$ cat src/rtl/video_timing_pkg.sv
// Shared types and default 640x480@60 raster constants for the video timing generator.
package video_timing_pkg;

   localparam int COORD_W      = 12;
   localparam int H_ACTIVE_DEF = 640;
   localparam int H_FP_DEF     = 16;
   localparam int H_SYNC_DEF   = 96;
   localparam int H_BP_DEF     = 48;
   localparam int V_ACTIVE_DEF = 480;
   localparam int V_FP_DEF     = 10;
   localparam int V_SYNC_DEF   = 2;
   localparam int V_BP_DEF     = 33;

   typedef struct packed {
      logic               de;
      logic               hsync;
      logic               vsync;
      logic               line_start;
      logic               frame_start;
      logic [COORD_W-1:0] x;
      logic [COORD_W-1:0] y;
   } timing_t;

   function automatic int axis_total(input int active, input int fp, input int sync, input int bp);
      return active + fp + sync + bp;
   endfunction

   // Blanking payload: no data, no pulses, syncs at their deasserted level.
   function automatic timing_t timing_idle(input logic hs_on, input logic vs_on);
      timing_t t;
      t       = '0;
      t.hsync = ~hs_on;
      t.vsync = ~vs_on;
      return t;
   endfunction

endpackage

$ cat src/rtl/video_timing_generator_delay.sv
// Fixed-depth shift register of timing_t; reset loads the blanking payload into every stage.
module timing_delay_line
   import video_timing_pkg::*;
#(
   parameter int      DEPTH = 2,
   parameter timing_t IDLE  = '0
) (
   input  logic    clk,
   input  logic    rst,
   input  timing_t din,
   output timing_t dout
);

   timing_t stage [DEPTH];

   always_ff @(posedge clk) begin
      if (rst) begin
         for (int i = 0; i < DEPTH; i++) stage[i] <= IDLE;
      end else begin
         stage[0] <= din;
         for (int i = 1; i < DEPTH; i++) stage[i] <= stage[i-1];
      end
   end

   assign dout = stage[DEPTH-1];

endmodule

$ cat src/rtl/video_timing_generator.sv
// Raster timing source: lead counters, registered pixel request, and a delayed display-side copy.
module video_timing_generator
   import video_timing_pkg::*;
#(
   parameter int H_ACTIVE = H_ACTIVE_DEF,
   parameter int H_FP     = H_FP_DEF,
   parameter int H_SYNC   = H_SYNC_DEF,
   parameter int H_BP     = H_BP_DEF,
   parameter int V_ACTIVE = V_ACTIVE_DEF,
   parameter int V_FP     = V_FP_DEF,
   parameter int V_SYNC   = V_SYNC_DEF,
   parameter int V_BP     = V_BP_DEF,
   parameter int H_POL    = 0,
   parameter int V_POL    = 0,
   parameter int PREFETCH = 2,
   parameter int CW       = COORD_W
) (
   input  logic          clk,
   input  logic          rst,
   output logic          de,
   output logic          hsync,
   output logic          vsync,
   output logic [1:0]    ctrl0,
   output logic [CW-1:0] x,
   output logic [CW-1:0] y,
   output logic          line_start,
   output logic          frame_start,
   output logic          pix_req,
   output logic [CW-1:0] req_x,
   output logic [CW-1:0] req_y
);

   localparam int H_TOTAL = axis_total(H_ACTIVE, H_FP, H_SYNC, H_BP);
   localparam int V_TOTAL = axis_total(V_ACTIVE, V_FP, V_SYNC, V_BP);

   localparam logic [CW-1:0] H_LAST   = CW'(H_TOTAL - 1);
   localparam logic [CW-1:0] V_LAST   = CW'(V_TOTAL - 1);
   localparam logic [CW-1:0] H_ACT_N  = CW'(H_ACTIVE);
   localparam logic [CW-1:0] V_ACT_N  = CW'(V_ACTIVE);
   localparam logic [CW-1:0] HS_BEGIN = CW'(H_ACTIVE + H_FP);
   localparam logic [CW-1:0] HS_END   = CW'(H_ACTIVE + H_FP + H_SYNC);
   localparam logic [CW-1:0] VS_BEGIN = CW'(V_ACTIVE + V_FP);
   localparam logic [CW-1:0] VS_END   = CW'(V_ACTIVE + V_FP + V_SYNC);
   localparam logic          HS_ON    = (H_POL != 0);
   localparam logic          VS_ON    = (V_POL != 0);
   localparam timing_t       IDLE     = timing_idle(HS_ON, VS_ON);

   logic [CW-1:0] h;
   logic [CW-1:0] v;
   logic          h_wrap;
   logic          active;
   timing_t       lead_d;
   timing_t       lead_q;
   timing_t       out_q;

   assign h_wrap = (h == H_LAST);

   // v steps only on the h wrap, so the last cycle of a frame wraps both together.
   always_ff @(posedge clk) begin
      if (rst) begin
         h <= '0;
         v <= '0;
      end else begin
         h <= h_wrap ? '0 : h + CW'(1);
         if (h_wrap) v <= (v == V_LAST) ? '0 : v + CW'(1);
      end
   end

   always_comb begin
      active             = (h < H_ACT_N) && (v < V_ACT_N);
      lead_d             = IDLE;
      lead_d.de          = active;
      lead_d.hsync       = ((h >= HS_BEGIN) && (h < HS_END)) ? HS_ON : ~HS_ON;
      lead_d.vsync       = ((v >= VS_BEGIN) && (v < VS_END)) ? VS_ON : ~VS_ON;
      lead_d.line_start  = active && (h == '0);
      lead_d.frame_start = active && (h == '0) && (v == '0);
      lead_d.x           = active ? COORD_W'(h) : '0;
      lead_d.y           = active ? COORD_W'(v) : '0;
   end

   always_ff @(posedge clk) begin
      if (rst) begin
         pix_req <= 1'b0;
         req_x   <= '0;
         req_y   <= '0;
         lead_q  <= IDLE;
      end else begin
         pix_req <= active;
         req_x   <= active ? h : '0;
         req_y   <= active ? v : '0;
         lead_q  <= lead_d;
      end
   end

   // PREFETCH more stages so de lands exactly PREFETCH cycles after its pix_req.
   timing_delay_line #(
      .DEPTH (PREFETCH),
      .IDLE  (IDLE)
   ) u_delay (
      .clk  (clk),
      .rst  (rst),
      .din  (lead_q),
      .dout (out_q)
   );

   assign de          = out_q.de;
   assign hsync       = out_q.hsync;
   assign vsync       = out_q.vsync;
   assign line_start  = out_q.line_start;
   assign frame_start = out_q.frame_start;
   assign x           = CW'(out_q.x);
   assign y           = CW'(out_q.y);
   assign ctrl0       = {out_q.vsync, out_q.hsync};

endmodule

$ cat config.mk
export PLATFORM = sky130hd
export DESIGN_NAME = video_timing_generator
export DESIGN_NICKNAME = d
export VERILOG_FILES = /design/src/rtl/video_timing_pkg.sv /design/src/rtl/video_timing_generator_delay.sv /design/src/rtl/video_timing_generator.sv
export SDC_FILE = /design/constraint.sdc
export NUM_CORES = 1
export LEC_CHECK = 0
export CORE_MARGIN = 3
export CORE_UTILIZATION = 45
export CTS_BUF_LIST = sky130_fd_sc_hd__clkbuf_8 sky130_fd_sc_hd__clkbuf_16
export CTS_CLUSTER_DIAMETER = 80
export CTS_CLUSTER_SIZE = 30
export DETAILED_ROUTE_END_ITERATION = 7
export PLACE_DENSITY = 0.68
export REMOVE_ABC_BUFFERS = 1
export SYNTH_ARGS = -nofsm -noshare
export SYNTH_HDL_FRONTEND = slang
export SYNTH_SLANG_ARGS = --single-unit
$ cat constraint.sdc
create_clock -name clk -period 4.1 [get_ports clk]
set_input_delay 0.615 -clock clk [delete_from_list [all_inputs] [get_ports clk]]
set_output_delay 0.615 -clock clk [all_outputs]
set_load 0.05 [all_outputs]
# Yosys cells after proc, flatten, opt, wreduce, memory -nomap -nowiden

Memories as Yosys holds them, arrays and structs flattened.
Cells that the tools add are included.

Register bits: 53
RAM bits: 58
Input port bits: 2
Output and inout bits: 56
Logic and storage cells: 40
Memories kept: 1

Memories:

| memory        | words | width | read ports | clocked after memory_dff | wr ports | line                               | RTL |
|---|---|---|---|---|---|---|---|
| u_delay.stage | 2     | 29    | 2          | 0                        | 2        | video_timing_generator_delay.sv:14 | `timing_t stage [DEPTH];` |

Add/subtract/negate cells: 2
Order comparisons: 6
Eq/ne operators: 2
Muxes and demuxes: 8
Bitwise logic cells: 3
Reductions and logical operators: 9

Operator list:

| operator                                                                              | number |
|---|---|
| 29-bit two-way mux                                                                    | 2 |
| 12-bit by 1-bit adder with 12-bit output, second input constant                       | 2 |
| 12-bit by 10-bit equality test with 1-bit output, second input constant               | 2 |
| 12-bit zero test                                                                      | 2 |
| 12-bit by 10-bit less-than comparator with 1-bit output, second input constant        | 2 |
| 12-bit by 9-bit less-than comparator with 1-bit output, second input constant         | 2 |
| 12-bit by 10-bit greater-or-equal comparator with 1-bit output, second input constant | 1 |
| 12-bit by 9-bit greater-or-equal comparator with 1-bit output, second input constant  | 1 |
| 12-bit two-way mux                                                                    | 1 |
| 1-bit logical AND                                                                     | 5 |
| 1-bit two-way mux                                                                     | 5 |
| 2-bit OR reduction                                                                    | 2 |
| 1-bit bitwise OR                                                                      | 2 |
| 1-bit inverter                                                                        | 1 |

# Longest topological paths before layout

Depth after elaboration: 4
Mapped depth: 7

# Modules after synthesis

A second synthesis with hierarchy kept.

Cells, all modules: 381
Area, all modules: 4,015.1 um2

Modules (own cells, without submodules):

| module                 | instances | cells an instance | area an instance (um2) | seq. area each (um2) |
|---|---|---|---|---|
| video_timing_generator | 1         | 230               | 2,230.9                | 1,061.0 |
| timing_delay_line      | 1         | 151               | 1,784.2                | 1,161.1 |

# Worst setup path before layout

No wires, ideal clock.

Path type: reg-to-reg
From: reg h[6]
To: reg v[10]
Library setup time: 0.067 ns
Arrival time: 2.208 ns
Data required time: 4.033 ns
Path slack: 1.825 ns
Stages on the path, launching flop included: 7
Cell sequence: dfxtp_1 > buf_6 > or4_4 > or4_1 > buf_2 > or4_4 > a21oi_2

Cells in the longest elaborated chain, start to end: 1

RTL lines:

| element                                          | line                         | RTL |
|---|---|---|
| start: declaration                               | video_timing_generator.sv:48 | `logic [CW-1:0] h;` |
| start signal: assignment                         | video_timing_generator.sv:64 | `h <= h_wrap ? '0 : h + CW'(1);` |
| 12-bit by 10-bit equality test with 1-bit output | video_timing_generator.sv:56 | `assign h_wrap = (h == H_LAST);` |
| end signal: assignment                           | video_timing_generator.sv:65 | `if (h_wrap) v <= (v == V_LAST) ? '0 : v + CW'(1);` |
| end: declaration                                 | video_timing_generator.sv:49 | `logic [CW-1:0] v;` |

Every way passes these cells.
A chain may end at the register's enable or synchronous reset.

# Final worst setup path

From: reg h[6]
To: reg v[11]

Same word-level chain as after synthesis.

==> metrics.md <==
| Metric | Value |
|---|---|
| Pwr Density | around 400 mW/mm^2 |
| Total grt overflow | 0 |
| 1st-pass router iterations | 4 |
| First-pass GRT wire length | about 9700 um |
| Final core utilization | a little over half |
| CP Data Arrival Time | about 2.8 ns |
| Outcome | finished, final reports clean |
| Layout Skew | 0.00859 ns |
| Layout cell share with drive strength beyond 1 | around 6.1% |
| Net switching power | roughly 0.4 mW |
| VDD IR-drop max | approximately 0.00015 V |
| Initial drt markers | 131 |
| Routed WL | slightly below 6000 um |
| Worst Path Required | between 4 and 5 ns |
| RSZ-0062 raised after global routing | false |
| Share of flip-flops with an asynchronous set or reset | 0% |
| Mean Syn Cell Area | between 10 and 15 um^2 |
| DRC | 0 |
| Clock-pin slew on the worst setup and hold paths | about 0.1 ns |
| Routed Antenna Nets | 0 |
| Total clock sinks | around 110 |
| Post-synth top flop | dfxtp_1 |
| Vias per inst | ~4.6 |
| Synth unique cells | 37 |
| Total track usage | about an eighth |
| Crit end category | register |
| Final hold violations | 0 |
| Final min period | roughly 2.5 ns |
| Post-Syn Area | approximately 0.0039 mm^2 |
| EDFF count, synth | 0 |
| Setup_tns | 0 ns |
| Finish-stage setup viols | 0 |
| Rel. slew slack | 59.7% |
| # nets final | slightly below 400 |
| Max-slew violations | 0 |
| Synth area leaders | dfxtp_1 (57%), buf_4 (9.6%), nor2b_1 (8.8%) |
| Antenna violations before repair | 0 |
| Crit Path Class | register to register |
| DP HPWL | 3940 um |
| Worst-skew pair later-pin latency | ~0.35 ns |
| Register area | 0.00222 mm^2 |
| Crit share post-route | between 60% and 70% |
| Yosys reg bits | ~110 |
| Vias after detailed routing | about 2300 |
| P_int | about 1.4 mW |
| Root Driver | clkbuf_8 |
| Count leader, synth | dfxtp_1 |
| Max Clk Rate | 0.401 GHz |
| Num ports | 58 |
| Seq pwr share | about 63% |
| ANT cells | 0 |
| Clk buf depth | 2 |
| Port Buf Inserts | 57 |
| Routed len/inst | ~12 um |
| Worst setup SP type | register |
| Syn Inst Count | between 300 and 400 |
| Dpl cells | 481 |
| Multi-input gate area | 0.00123 mm^2 |
| Synth area leader | dfxtp_1 |
| Htree depth | 3 |
| Worst min-delay path class | register to register |
| Worst-path maximum fanout | 14 |
| Initial Util | between 40% and 50% |
| Clk pwr share | between 30% and 40% |
| Die Y | between 90 and 100 um |
| Largest net degree at the start of global routing | 67 |
| Hold buffers post-CTS | 0 |
| Overall power | between 1.5 and 2 mW |
| LEAKAGE | around 1.6 nW |
| Gates resized, CTS repair | 0 |
| CTS tree | done |
| Proportion of synthesized chip area in sequential cells | a little under three fifths |
| Slew @ Worst Pin | between 0.6 and 0.7 ns |
| CTS Buf Count | 9 |
| Die W | between 90 and 100 um |
| FP Rows | 33 |
| Syn. warnings | 0 |
| Post-CTS setup buffers | 0 |
| Fillers | between 700 and 800 |
| Area growth syn-to-layout | 11.0% |
| GPL Wtd Cong | about 0.8 |
| Max Cap Viol | 0 |
| Switch share | 22.7% |
| Die area | between 0.009 and 0.01 mm^2 |
| Logic pwr share | between 4 and 5% |
| Post-synth top cells | dfxtp_1 (111), nor2b_1 (55), buf_4 (50) |
| Core area | about 0.0083 mm^2 |
| Vias in the first global route | between 2000 and 2500 |
| Area fraction of the dominant cell type after synthesis | a little under three fifths |
| Final Instance Count excl. Fillers | 496 |
[cells by family (layout without fill, tap and decap cells)]
group	after synthesis	in the layout	synth area share [%]
AO/OA/AOI/OAI	23	23	3.54
flip-flops	111	111	56.7
AND/OR/NAND/NOR	158	158	23.7
buffers and inverters	75	79	12.3
other	1	5	0.0957
adder cells (fa/ha/maj)	4	4	1.28
XOR/XNOR	11	11	2.46
[worst paths after layout]
kind              depth (start not counted)              endpoint        from  slack [ns]
setup / recovery                          4                 v[11]        h[6]        1.60
hold reg to reg                           1  u_delay.stage[0][26]  lead_q[26]        0.42
hold / removal                            1  u_delay.stage[0][26]  lead_q[26]        0.42
setup reg to reg                          4                 v[11]        h[6]        1.60
[power by group through the flow]
| stage | clock, mW | combinational, mW | sequential [mW] |
|---|---|---|---|
| final | 0.574 | 0.0796 | 1.10 |
| after global routing | 0.641 | 0.0859 | 1.11 |
| after CTS | 0.595 | 0.0810 | 1.10 |
| after detailed placement | 0 | 0.0808 | 1.13 |
| after global placement | 0 | 0.0801 | 1.13 |
| after floorplan | 0 | 0.0192 | 1.16 |
[layout by cell type, fill, tap and decap left out, types with 2 or more instances in the layout]
cell,instances
dfxtp_1,111
clkdlybuf4s50_1,56
nor2b_1,55
nor2_1,20
and2_1,19
nand2_1,11
nand3_1,10
a21oi_1,10
clkbuf_8,10
nand4_1,8
xnor2_1,8
inv_1,7
o21ai_0,6
nor3_1,5
or4_1,5
nor4_1,5
conb_1,5
or2_2,4
o31ai_1,4
or3_1,4
ha_1,4
xor2_1,3
and4_1,2
or4_4,2
nand2b_1,2
inv_6,2
[critical path, cell delays in order, from the launching register on]
cell	delay, ns
dfxtp_1	0.41
or4_4	0.56
or4_1	0.74
or4_1	0.57
a21oi_1	0.14
[state kept, by name, indices dropped and copies added (netlist names)]
signal / cells
u_delay.stage: 58
lead_q: 29
h: 12
v: 12
[per-stage QoR]
stage          worst slack (ns)  area [um^2]  hold slack (ns)
5_1_grt                    1.48         4350            0.427
6_report                   1.60         4350            0.418
2_1_floorplan              1.80         3480            0.389
4_1_cts                    1.62         4350            0.415
3_3_place_gp               1.71         4180            0.395
3_5_place_dp               1.66         4180            0.396
[routing by layer]
metal	up-vias	track usage, %	wire, um
li1	1192	-	-
met2	58	19.4	2770
met1	1052	15.7	2690
met5	-	0	0
met3	4	3.86	320
met4	0	5.25	61
[area by class of cell]
class / count / share of cell area, %
clock buffers: 10 / 3.16
clock inverters: 5 / 0.776
inverters: 6 / 0.517
multi-input cells: 201 / 28.3
flip-flops and latches: 111 / 51.0
well taps: 105 / 3.02
repair buffers: 58 / 13.2
Power figures use the tool's default switching activity.
